$ cat src/rtl/muldiv_pkg.sv
`default_nettype none
// ============================================================================
// Module      : muldiv_pkg
// Description : State encodings and default width shared by the sequential
//               multiplier and divider.
// Revision    : 1.0 - initial release
// ============================================================================
package muldiv_pkg;

    localparam int c_default_width = 32;

    typedef enum logic [1:0] {
        IDLE = 2'd0,
        CALC = 2'd1,
        DONE = 2'd2
    } state_t;

endpackage
`default_nettype wire

$ cat src/rtl/seq_divider_div_step.sv
`default_nettype none
// ============================================================================
// Module      : div_step
// Description : One combinational restoring-division step: shift, trial
//               subtract, restore and produce the next quotient bit.
// Revision    : 1.0 - initial release
// ============================================================================
module div_step #(
    parameter int WIDTH = 32
) (
    input  logic [WIDTH-1:0] rem,
    input  logic [WIDTH-1:0] work,
    input  logic [WIDTH-1:0] divisor,
    output logic [WIDTH-1:0] rem_next,
    output logic [WIDTH-1:0] work_next
);

    logic [WIDTH:0] w_shift;
    logic [WIDTH:0] w_diff;
    logic           w_borrow;

    assign w_shift = {rem, work[WIDTH-1]};
    assign w_diff  = w_shift - {1'b0, divisor};
    // rem < divisor always holds, so the top bit of the WIDTH+1 difference is the exact borrow
    assign w_borrow = w_diff[WIDTH];

    assign rem_next  = w_borrow ? w_shift[WIDTH-1:0] : w_diff[WIDTH-1:0];
    assign work_next = {work[WIDTH-2:0], ~w_borrow};

endmodule
`default_nettype wire

$ cat src/rtl/seq_divider.sv
`default_nettype none
// ============================================================================
// Module      : seq_divider
// Description : Unsigned restoring divider, one quotient bit per clock.
// Revision    : 1.0 - initial release
// ============================================================================
module seq_divider
    import muldiv_pkg::*;
#(
    parameter int WIDTH = c_default_width,
    parameter int CNT_W = 6
) (
    input  logic             Clk,
    input  logic             Reset,
    input  logic             Start,
    input  logic [WIDTH-1:0] Dividend,
    input  logic [WIDTH-1:0] Divisor,
    output logic             Busy,
    output logic             Done,
    output logic             DivZero,
    output logic [WIDTH-1:0] Quotient,
    output logic [WIDTH-1:0] Remainder
);

    localparam logic [CNT_W-1:0] c_last_step = CNT_W'(WIDTH - 1);

    state_t           r_state;
    logic [CNT_W-1:0] r_cnt;
    logic [WIDTH-1:0] r_rem;
    logic [WIDTH-1:0] r_work;
    logic [WIDTH-1:0] r_divisor;
    logic             r_busy;
    logic             r_done;
    logic             r_divzero;
    logic [WIDTH-1:0] r_quotient;
    logic [WIDTH-1:0] r_remainder;

    logic [WIDTH-1:0] w_rem_next;
    logic [WIDTH-1:0] w_work_next;

    // r_work starts as the dividend and fills with quotient bits from the right
    div_step #(
        .WIDTH (WIDTH)
    ) u_div_step (
        .rem       (r_rem),
        .work      (r_work),
        .divisor   (r_divisor),
        .rem_next  (w_rem_next),
        .work_next (w_work_next)
    );

    always_ff @(posedge Clk) begin
        if (Reset) begin
            r_state     <= IDLE;
            r_cnt       <= '0;
            r_rem       <= '0;
            r_work      <= '0;
            r_divisor   <= '0;
            r_busy      <= 1'b0;
            r_done      <= 1'b0;
            r_divzero   <= 1'b0;
            r_quotient  <= '0;
            r_remainder <= '0;
        end else begin
            case (r_state)
                IDLE: begin
                    if (Start) begin
                        if (Divisor == '0) begin
                            r_state     <= DONE;
                            r_done      <= 1'b1;
                            r_divzero   <= 1'b1;
                            r_quotient  <= '1;
                            r_remainder <= Dividend;
                        end else begin
                            r_state   <= CALC;
                            r_busy    <= 1'b1;
                            r_divzero <= 1'b0;
                            r_rem     <= '0;
                            r_work    <= Dividend;
                            r_divisor <= Divisor;
                            r_cnt     <= '0;
                        end
                    end
                end
                CALC: begin
                    r_rem  <= w_rem_next;
                    r_work <= w_work_next;
                    r_cnt  <= r_cnt + CNT_W'(1);
                    if (r_cnt == c_last_step) begin
                        r_state     <= DONE;
                        r_busy      <= 1'b0;
                        r_done      <= 1'b1;
                        r_quotient  <= w_work_next;
                        r_remainder <= w_rem_next;
                    end
                end
                DONE: begin
                    r_state <= IDLE;
                    r_done  <= 1'b0;
                end
                default: begin
                    r_state <= IDLE;
                    r_busy  <= 1'b0;
                    r_done  <= 1'b0;
                end
            endcase
        end
    end

    assign Busy      = r_busy;
    assign Done      = r_done;
    assign DivZero   = r_divzero;
    assign Quotient  = r_quotient;
    assign Remainder = r_remainder;

endmodule
`default_nettype wire

$ cat config.mk
export PLATFORM = sky130hd
export DESIGN_NAME = seq_divider
export DESIGN_NICKNAME = d
export VERILOG_FILES = /design/src/rtl/muldiv_pkg.sv /design/src/rtl/seq_divider_div_step.sv /design/src/rtl/seq_divider.sv
export SDC_FILE = /design/constraint.sdc
export NUM_CORES = 1
export LEC_CHECK = 0
export ABC_AREA = 1
export CAP_MARGIN = 20
export CORE_MARGIN = 1
export CORE_UTILIZATION = 55
export CTS_CLUSTER_SIZE = 40
export DETAILED_ROUTE_END_ITERATION = 10
export DONT_BUFFER_PORTS = 1
export PLACE_DENSITY = 0.7
export SETUP_SLACK_MARGIN = 0.2
export SYNTH_ARGS = -nofsm -noshare
export SYNTH_HDL_FRONTEND = slang
export SYNTH_SLANG_ARGS = --single-unit
$ cat constraint.sdc
create_clock -name Clk -period 2.8 [get_ports Clk]
set_input_delay 0.56 -clock Clk [delete_from_list [all_inputs] [get_ports Clk]]
set_output_delay 0.56 -clock Clk [all_outputs]
set_load 0.01 [all_outputs]
==> results of run 1 <==
[flip-flops by register name (all words and copies together), names as in the netlist]
name       cells
r_state        2
DivZero        1
r_cnt          6
Done           1
r_work        32
r_divisor     32
Busy           1
Remainder     32
r_rem         32
Quotient      32
[layout by cell type, fill, tap and decap left out, drive strengths merged]
| master | netlist | layout |
|---|---|---|
| fa | 1 | 1 |
| o21ai | 70 | 70 |
| nor3 | 10 | 10 |
| clkinv | 0 | 5 |
| ha | 33 | 33 |
| nor4 | 3 | 3 |
| nand2 | 446 | 446 |
| or2 | 1 | 1 |
| inv | 319 | 326 |
| clkbuf | 31 | 17 |
| o21bai | 1 | 1 |
| and2 | 5 | 5 |
| xor2 | 15 | 15 |
| nand4 | 8 | 8 |
| a21oi | 94 | 94 |
| o211a | 27 | 27 |
| clkinvlp | 0 | 2 |
| nor2 | 165 | 165 |
| buf | 36 | 15 |
| a21o | 2 | 2 |
| o211ai | 1 | 1 |
| dfxtp | 171 | 171 |
| xnor2 | 1 | 1 |
| nand3 | 187 | 187 |
[through the flow]
stage	instance area, sq um	setup slack, ns	hold WS, ns	util
after floorplan	10300	0.699	0.433	-
after global placement	10400	0.370	0.444	0.572
after detailed placement	10400	0.332	0.453	0.572
after CTS	11000	0.348	0.169	0.604
after global routing	11000	0.204	0.171	0.605
final	11000	0.350	0.192	0.605
[logic make-up after synthesis]
| kind of cell | synth area share |
|---|---|
| and+or+nand+nor | 0.349 |
| xor gates and xnor gates | 0.0137 |
| DFF | 0.333 |
| AOI/OAI and AO/OA | 0.111 |
| buffers and inverters | 0.151 |
| adders and majority gates | 0.0422 |
[repair_timing]
item                       CTS  global route
setup endpoints to repair    0            55
resized for setup            0             4
buffers inserted             0             0
[path summary, 6_finish.rpt]
check	startpoint	to
worst max-delay path	r_rem[22]	r_rem[7]
worst min-delay path	Reset	r_cnt[1]
worst max register to register	r_rem[22]	r_rem[7]
worst min register to register	r_divisor[26]	r_divisor[26]
[area by class of cell]
class | instances | area (sq um)
clock buffers | 17 | 425
flip-flops and latches | 171 | 3420
multi-input cells | 1070 | 5320
well taps | 229 | 287
inverters | 319 | 1200
repair buffers | 15 | 175
clock inverters | 14 | 148
fillers | 1841 | 7170
[layer usage]
| metal | vias up | global-route usage | wire [microns] |
|---|---|---|---|
| met5 | - | 0 | 0 |
| met4 | 0 | 0.105 | 703 |
| met3 | 46 | 0.0611 | 2020 |
| met2 | 302 | 0.454 | 11900 |
| met1 | 4405 | 0.413 | 13200 |
| li1 | 4966 | - | - |
[critical path, stage by stage, from the launching register on]
cell,delay (ns)
dfxtp_1,0.35
ha_1,0.43
nand2_1,0.14
nor2_1,0.22
nand2_1,0.13
nor2_2,0.19
nand2_4,0.09
nand2_4,0.07
nand2_2,0.06
nand2_4,0.14
buf_12,0.19
nand3_2,0.10
nand3_1,0.15
nand2_1,0.06
inv_1,0.05
[power breakdown]
group | internal, mW | switching [mW]
clock network | 1.19 | 1.15
registers | 2.67 | 0.206
logic | 0.469 | 1.03
total | 4.32 | 2.39
==> results.md, run 1 <==
- Die Ht: around 140 microns
- Vias in the first global route: about 9100
- Cell variety after synth: 34
- GRT Residual Overflow: 0
- Max Slew Vio Count: 0
- CTS tree: built
- Clk_lat worst skew: 0.44 ns
- Synth warn: 0
- Pleak: between 6 and 7 nW
- Syn-to-layout area delta: 6.95%
- Seq/Total Area, Yosys: 0.333
- Clock Skew: just under 0.01 ns
- TritonCTS Sinks: ~170
- Routed WL: 27800 microns
- GP Congestion: slightly below 1
- Routed vias/inst: approximately 5.3
- Antenna Nets Post-Route: 0
- Nets: approximately 1700
- DIE WIDTH: approximately 140 microns
- Post-synth ARST share: 0
- Mapped Nets: 1728
- CP Data Required Time: around 3.2 ns
- Synth area leaders: dfxtp_1, nand2_1, inv_1
- Starting density of the core: 0.566
- CTS hold repair buffers: 0
- Core area: about 18000 sq um
- Setup CP Type: reg2reg
- Dpl cells: 1804
- Reg2Reg Depth: 14
- Synth top area share: 0.333
- Clock buffer count from CTS: 17
- Synth top cells by count: nand2_1, inv_1, dfxtp_1
- Worst vdd ir: 0.408 mV
- Tot Pwr: 6.71 mW
- Pwr Density: 611 nW/um^2
- Post-DP HPWL: roughly 21000 microns
- Initial drt markers: 798
- Failing checks: design-rule violations
- Gr usage total: 0.297
- Predominant post-synthesis flop cell: dfxtp_1
- Fin cells: between 1500 and 2000
- WHS Path Cells: 1
- First drt pass iteration count: 10
- Unrepaired setup endpoints after global routing: false
- Crit end category: register
- R2r setup slk: between 0.3 and 0.4 ns
- PortBufs: 0
- # rows: 49
- Cell Area, Synth: between 10000 and 15000 sq um
- Fin. Hold Viols: 0
- Startpoint types: register
- Total negative slack: 0 ns
- Max Fclk: a little over 400 MHz
- Yosys reg bits: about 170
- Fin crit period: roughly 2.4 ns
- Antenna violations before repair: 0
- Fraction of the cycle the final worst path needs: 0.875
- Worst-Margin Slew: approximately 0.85 ns
- Global-route wire length before repair: 45100 microns
- Antenna fix cells: 0
- Clock root cell: clkbuf_16
- DR vias: between 9000 and 10000
- Cells after Synth: 1627
- Io pins: ~130
- Worst slew margin: 0.431
- Post-synth EDFFs: 0
- Syn avg cell area: around 6.3 sq um
- Drt wl/cell: between 15 and 20 microns
- Max Buffers Root-to-Sink: 2
- Max-cap violations: 0
- Status: complete, but fails checks
- Reg clk slew, reported paths: approximately 0.080 ns
- DRC Markers: 6
- Setup Viol. Count Final: 0
- CTS H-tree depth: 4
- Largest net degree at the start of global routing: 69
- Arrival time worst endpoint: between 2 and 3 ns
- Top-count cell post-synth: nand2_1
- Hold Crit Class: in2reg
- Die area: slightly below 20000 sq um
- Leading area contributor after synthesis: dfxtp_1
- Crit-path max FO: 19
- Layout cells sized above 1: 0.0691
Note: power is estimated with default switching activity, not from simulation.
==> run 2: changes to the inputs <==
- ABC_AREA: 1 -> 0
- TNS_END_PERCENT: not set -> 50
- clock period: 2.8 -> 2.9 ns (I/O delays scaled with it)
==> results.md, run 2 <==
- Layout cells sized above 1: 0.180 (was 0.0691)
- Worst path top cell family by delay: compound AO/OA/AOI/OAI gates (was simple AND/OR/NAND/NOR gates)
- GRT Residual Overflow: 0 (unchanged)
- CTS H-tree depth: 4 (unchanged)
- Sw frac: 0.352 (was 0.356)
- Internal power: 5.95 mW (was 4.32 mW)
- Crit end category: register (unchanged)
- Setup CP Type: reg2reg (unchanged)
- Worst Setup Slack, final: -0.271 ns (was 0.350 ns)
- Pwr Density: 886 nW/um^2 (was 611 nW/um^2)
- CTS hold repair buffers: 0 (unchanged)
- Hold Crit Class: in2reg (unchanged)
- Mapped Nets: 1200 (was 1728)
- Leading area contributor after synthesis: dfxtp_1 (unchanged)
- Synth top cells by count: nand2_1, dfxtp_1, nor2_1 (was nand2_1, inv_1, dfxtp_1)
- Logic pwr share: 0.448 (was 0.224)
- Antenna fix cells: 0 (unchanged)
- GP Congestion: 0.886 (was 0.995)
- Antenna violations before repair: 0 (unchanged)
- Synth area leaders: dfxtp_1, nand2_1, nor2_1 (was dfxtp_1, nand2_1, inv_1)
- Post-synth EDFFs: 0 (unchanged)
- Sw Pwr: 3.23 mW (was 2.39 mW)
- Cell Area, Synth: 8660 sq um (was 10300 sq um)
- Buf+Inv Stages, Crit Path: 4 (was 2)
- Largest net degree at the start of global routing: 161 (was 69)
- # rows: 45 (was 49)
- Yosys reg bits: 171 (unchanged)
- Max Slew Vio Count: 0 (unchanged)
- Critical Path, Cell by Cell: inv_2 -> ha_4 -> inv_2 -> fa_2 -> a21o_1 -> a221oi_2 -> or4_4 -> a31oi_4 -> o31ai_4 -> a31o_4 -> xor2_4 -> buf_12 -> buf_16 -> mux2_4 -> a311oi_2 (was ha_1 -> nand2_1 -> nor2_1 -> nand2_1 -> nor2_2 -> nand2_4 -> nand2_4 -> nand2_2 -> nand2_4 -> buf_12 -> nand3_2 -> nand3_1 -> nand2_1 -> inv_1)
- Core area: 15300 sq um (was 18100 sq um)
- Predominant post-synthesis flop cell: dfxtp_1 (unchanged)
- Worst-Margin Slew: 0.598 ns (was 0.852 ns)
- Clock Skew: 0.00755 ns (was 0.00980 ns)
- Max Fclk: 315 MHz (was 408 MHz)
- Post-DP HPWL: 17100 microns (was 20600 microns)
- Failing checks: negative setup slack (was design-rule violations)
- Antenna Nets Post-Route: 0 (unchanged)
- Synth warn: 0 (unchanged)
- Starting density of the core: 0.568 (was 0.566)
- Commonest non-fill, non-tap cell in the layout: nand2_1 (unchanged)
- Cells after Synth: 1099 (was 1627)
- Worst slew margin: 0.600 (was 0.431)
- Die area: 16300 sq um (was 19200 sq um)
- PortBufs: 0 (unchanged)
- Global-route wire length before repair: 37300 microns (was 45100 microns)
- First drt pass iteration count: 5 (was 10)
- Seq/Total Area, Yosys: 0.395 (was 0.333)
- Fin crit period: 3.17 ns (was 2.45 ns)
- Pre-CTS setup slack: -0.318 ns (was 0.332 ns)
- DIE WIDTH: 127 microns (was 139 microns)
- Cell variety after synth: 53 (was 34)
- Clock buffer count from CTS: 17 (unchanged)
- Reg clk slew, reported paths: 0.07 ns (was 0.08 ns)
- Post-synth ARST share: 0 (unchanged)
- Tot Pwr: 9.18 mW (was 6.71 mW)
- Initial drt markers: 603 (was 798)
- Routed vias/inst: 5.84 (was 5.30)
- Clk_lat worst skew: 0.43 ns (was 0.44 ns)
- Crit-path max FO: 7 (was 19)
- DP Area: 9360 sq um (was 10400 sq um)
- Routed WL: 24100 microns (was 27800 microns)
- Nets: 1233 (was 1695)
- Max-cap violations: 0 (unchanged)
- TritonCTS Sinks: 171 (unchanged)
- Commonest non-fill, non-tap cells in the layout: nand2_1, dfxtp_1, nor2_1 (was nand2_1, inv_1, dfxtp_1)
- Setup Viol. Count Final: 65 (was 0)
- Startpoint types: register (unchanged)
- DRC Markers: 0 (was 6)
- Die Ht: 127 microns (was 139 microns)
- Synth top area share: 0.395 (was 0.333)
- Crit path largest cell delay: 0.33 ns (was 0.43 ns)
- CTS tree: built (unchanged)
- Syn-to-layout area delta: 19.6% (was 6.95%)
- Fin. Hold Viols: 0 (unchanged)
- Part of the power in registers: 0.289 (was 0.428)
- Drt wl/cell: 17.8 microns (was 15.1 microns)
- CP Data Required Time: 3.24 ns (was 3.18 ns)
- Unrepaired setup endpoints after global routing: true (was false)
- Arrival time worst endpoint: 3.51 ns (was 2.83 ns)
- Syn avg cell area: 7.88 sq um (was 6.31 sq um)
- Gr usage total: 0.294 (was 0.297)
- Worst vdd ir: 0.524 mV (was 0.408 mV)
- Top-count cell post-synth: nand2_1 (unchanged)
- Pleak: 4.05 nW (was 6.02 nW)
- Fraction of the cycle the final worst path needs: 1.09 (was 0.875)
- Crit-path most repeated cell: inv_2
- Vias in the first global route: 7197 (was 9127)
- Io pins: 134 (unchanged)
- Status: complete, but fails checks (unchanged)
- Post-route design area: 10400 sq um (was 11000 sq um)
- Clock root cell: clkbuf_16 (unchanged)
- DR vias: 7916 (was 9719)
- Slowest library cell on the worst path: fa_2 (was ha_1)
- Clock power share: 0.263 (was 0.348)
- Max Buffers Root-to-Sink: 2 (unchanged)
-- run 2: cell count changes after synthesis, moves of 27 or more --
cell	before	now
clkbuf_1	31	58
nand2_1	434	233
a311oi_1	0	41
nor3_1	10	41
inv_1	303	40
nand3_1	164	8
o21ai_0	69	32
-- run 2: area by class of cell --
type                       count  area (sq um)
clock inverter                13           178
tap                          211           264
sequential                   171          3420
timing repair buffer          81           779
multi-input combinational    821          5120
inverter                      40           150
clock buffer                  19           443
fill                        1313          4900
-- run 2: stage by stage --
step,cells,TNS [ns],util,hold WS [ns]
after detailed placement,1311,-13.28,0.613,0.442
after floorplan,1099,-8.14,-,0.436
after global routing,1356,-20.17,0.679,0.206
after CTS,1354,-10.61,0.670,0.215
final,1356,-10.94,0.679,0.221
after global placement,1311,-6.90,0.613,0.438
-- run 2: metal layers --
metal	vias up	global-route usage	part of all wire
li1	3896	-	-
met1	3707	0.423	0.47
met2	279	0.444	0.43
met3	34	0.0620	0.076
met4	0	0.0819	0.017
met5	-	0	0
-- run 2: power by group through the flow --
| stage | registers, mW | logic [mW] | clock network, mW |
|---|---|---|---|
| 2_1_floorplan | 2.63 | 2.41 | 0 |
| 3_3_place_gp | 2.68 | 3.19 | 0 |
| 3_5_place_dp | 2.68 | 3.21 | 0 |
| 4_1_cts | 2.64 | 3.81 | 2.44 |
| 5_1_grt | 2.66 | 4.39 | 2.54 |
| 6_report | 2.65 | 4.11 | 2.42 |
-- run 2: kinds of logic after synthesis --
family | synth area share
AOI/OAI and AO/OA | 0.200
xor gates and xnor gates | 0.0355
adders and majority gates | 0.0500
buffers and inverters | 0.0485
DFF | 0.395
muxes | 0.0432
and+or+nand+nor | 0.228
-- run 2: repair_timing --
item / in CTS / in global routing
setup endpoints to repair: 66 / 66
gates cloned: 1 / 0
pin swaps: 18 / 7
setup buffers: 10 / 2
gates resized for setup: 33 / 25
-- run 2: worst paths after layout --
path	startpoint	endpoint	slack (ns)	depth (start not counted)
worst max-delay path	r_work[31]	Remainder[14]	-0.27	15
worst min-delay path	Reset	Quotient[22]	0.22	1
worst max register to register	r_work[31]	Remainder[14]	-0.27	15
worst min register to register	r_divisor[12]	r_divisor[12]	0.45	2
==> run 3: changes to the inputs <==
- SETUP_SLACK_MARGIN: 0.2 -> 0.4
==> results of run 3 <==
No change in the layout: final DEF, timing and power equal those of run 2.
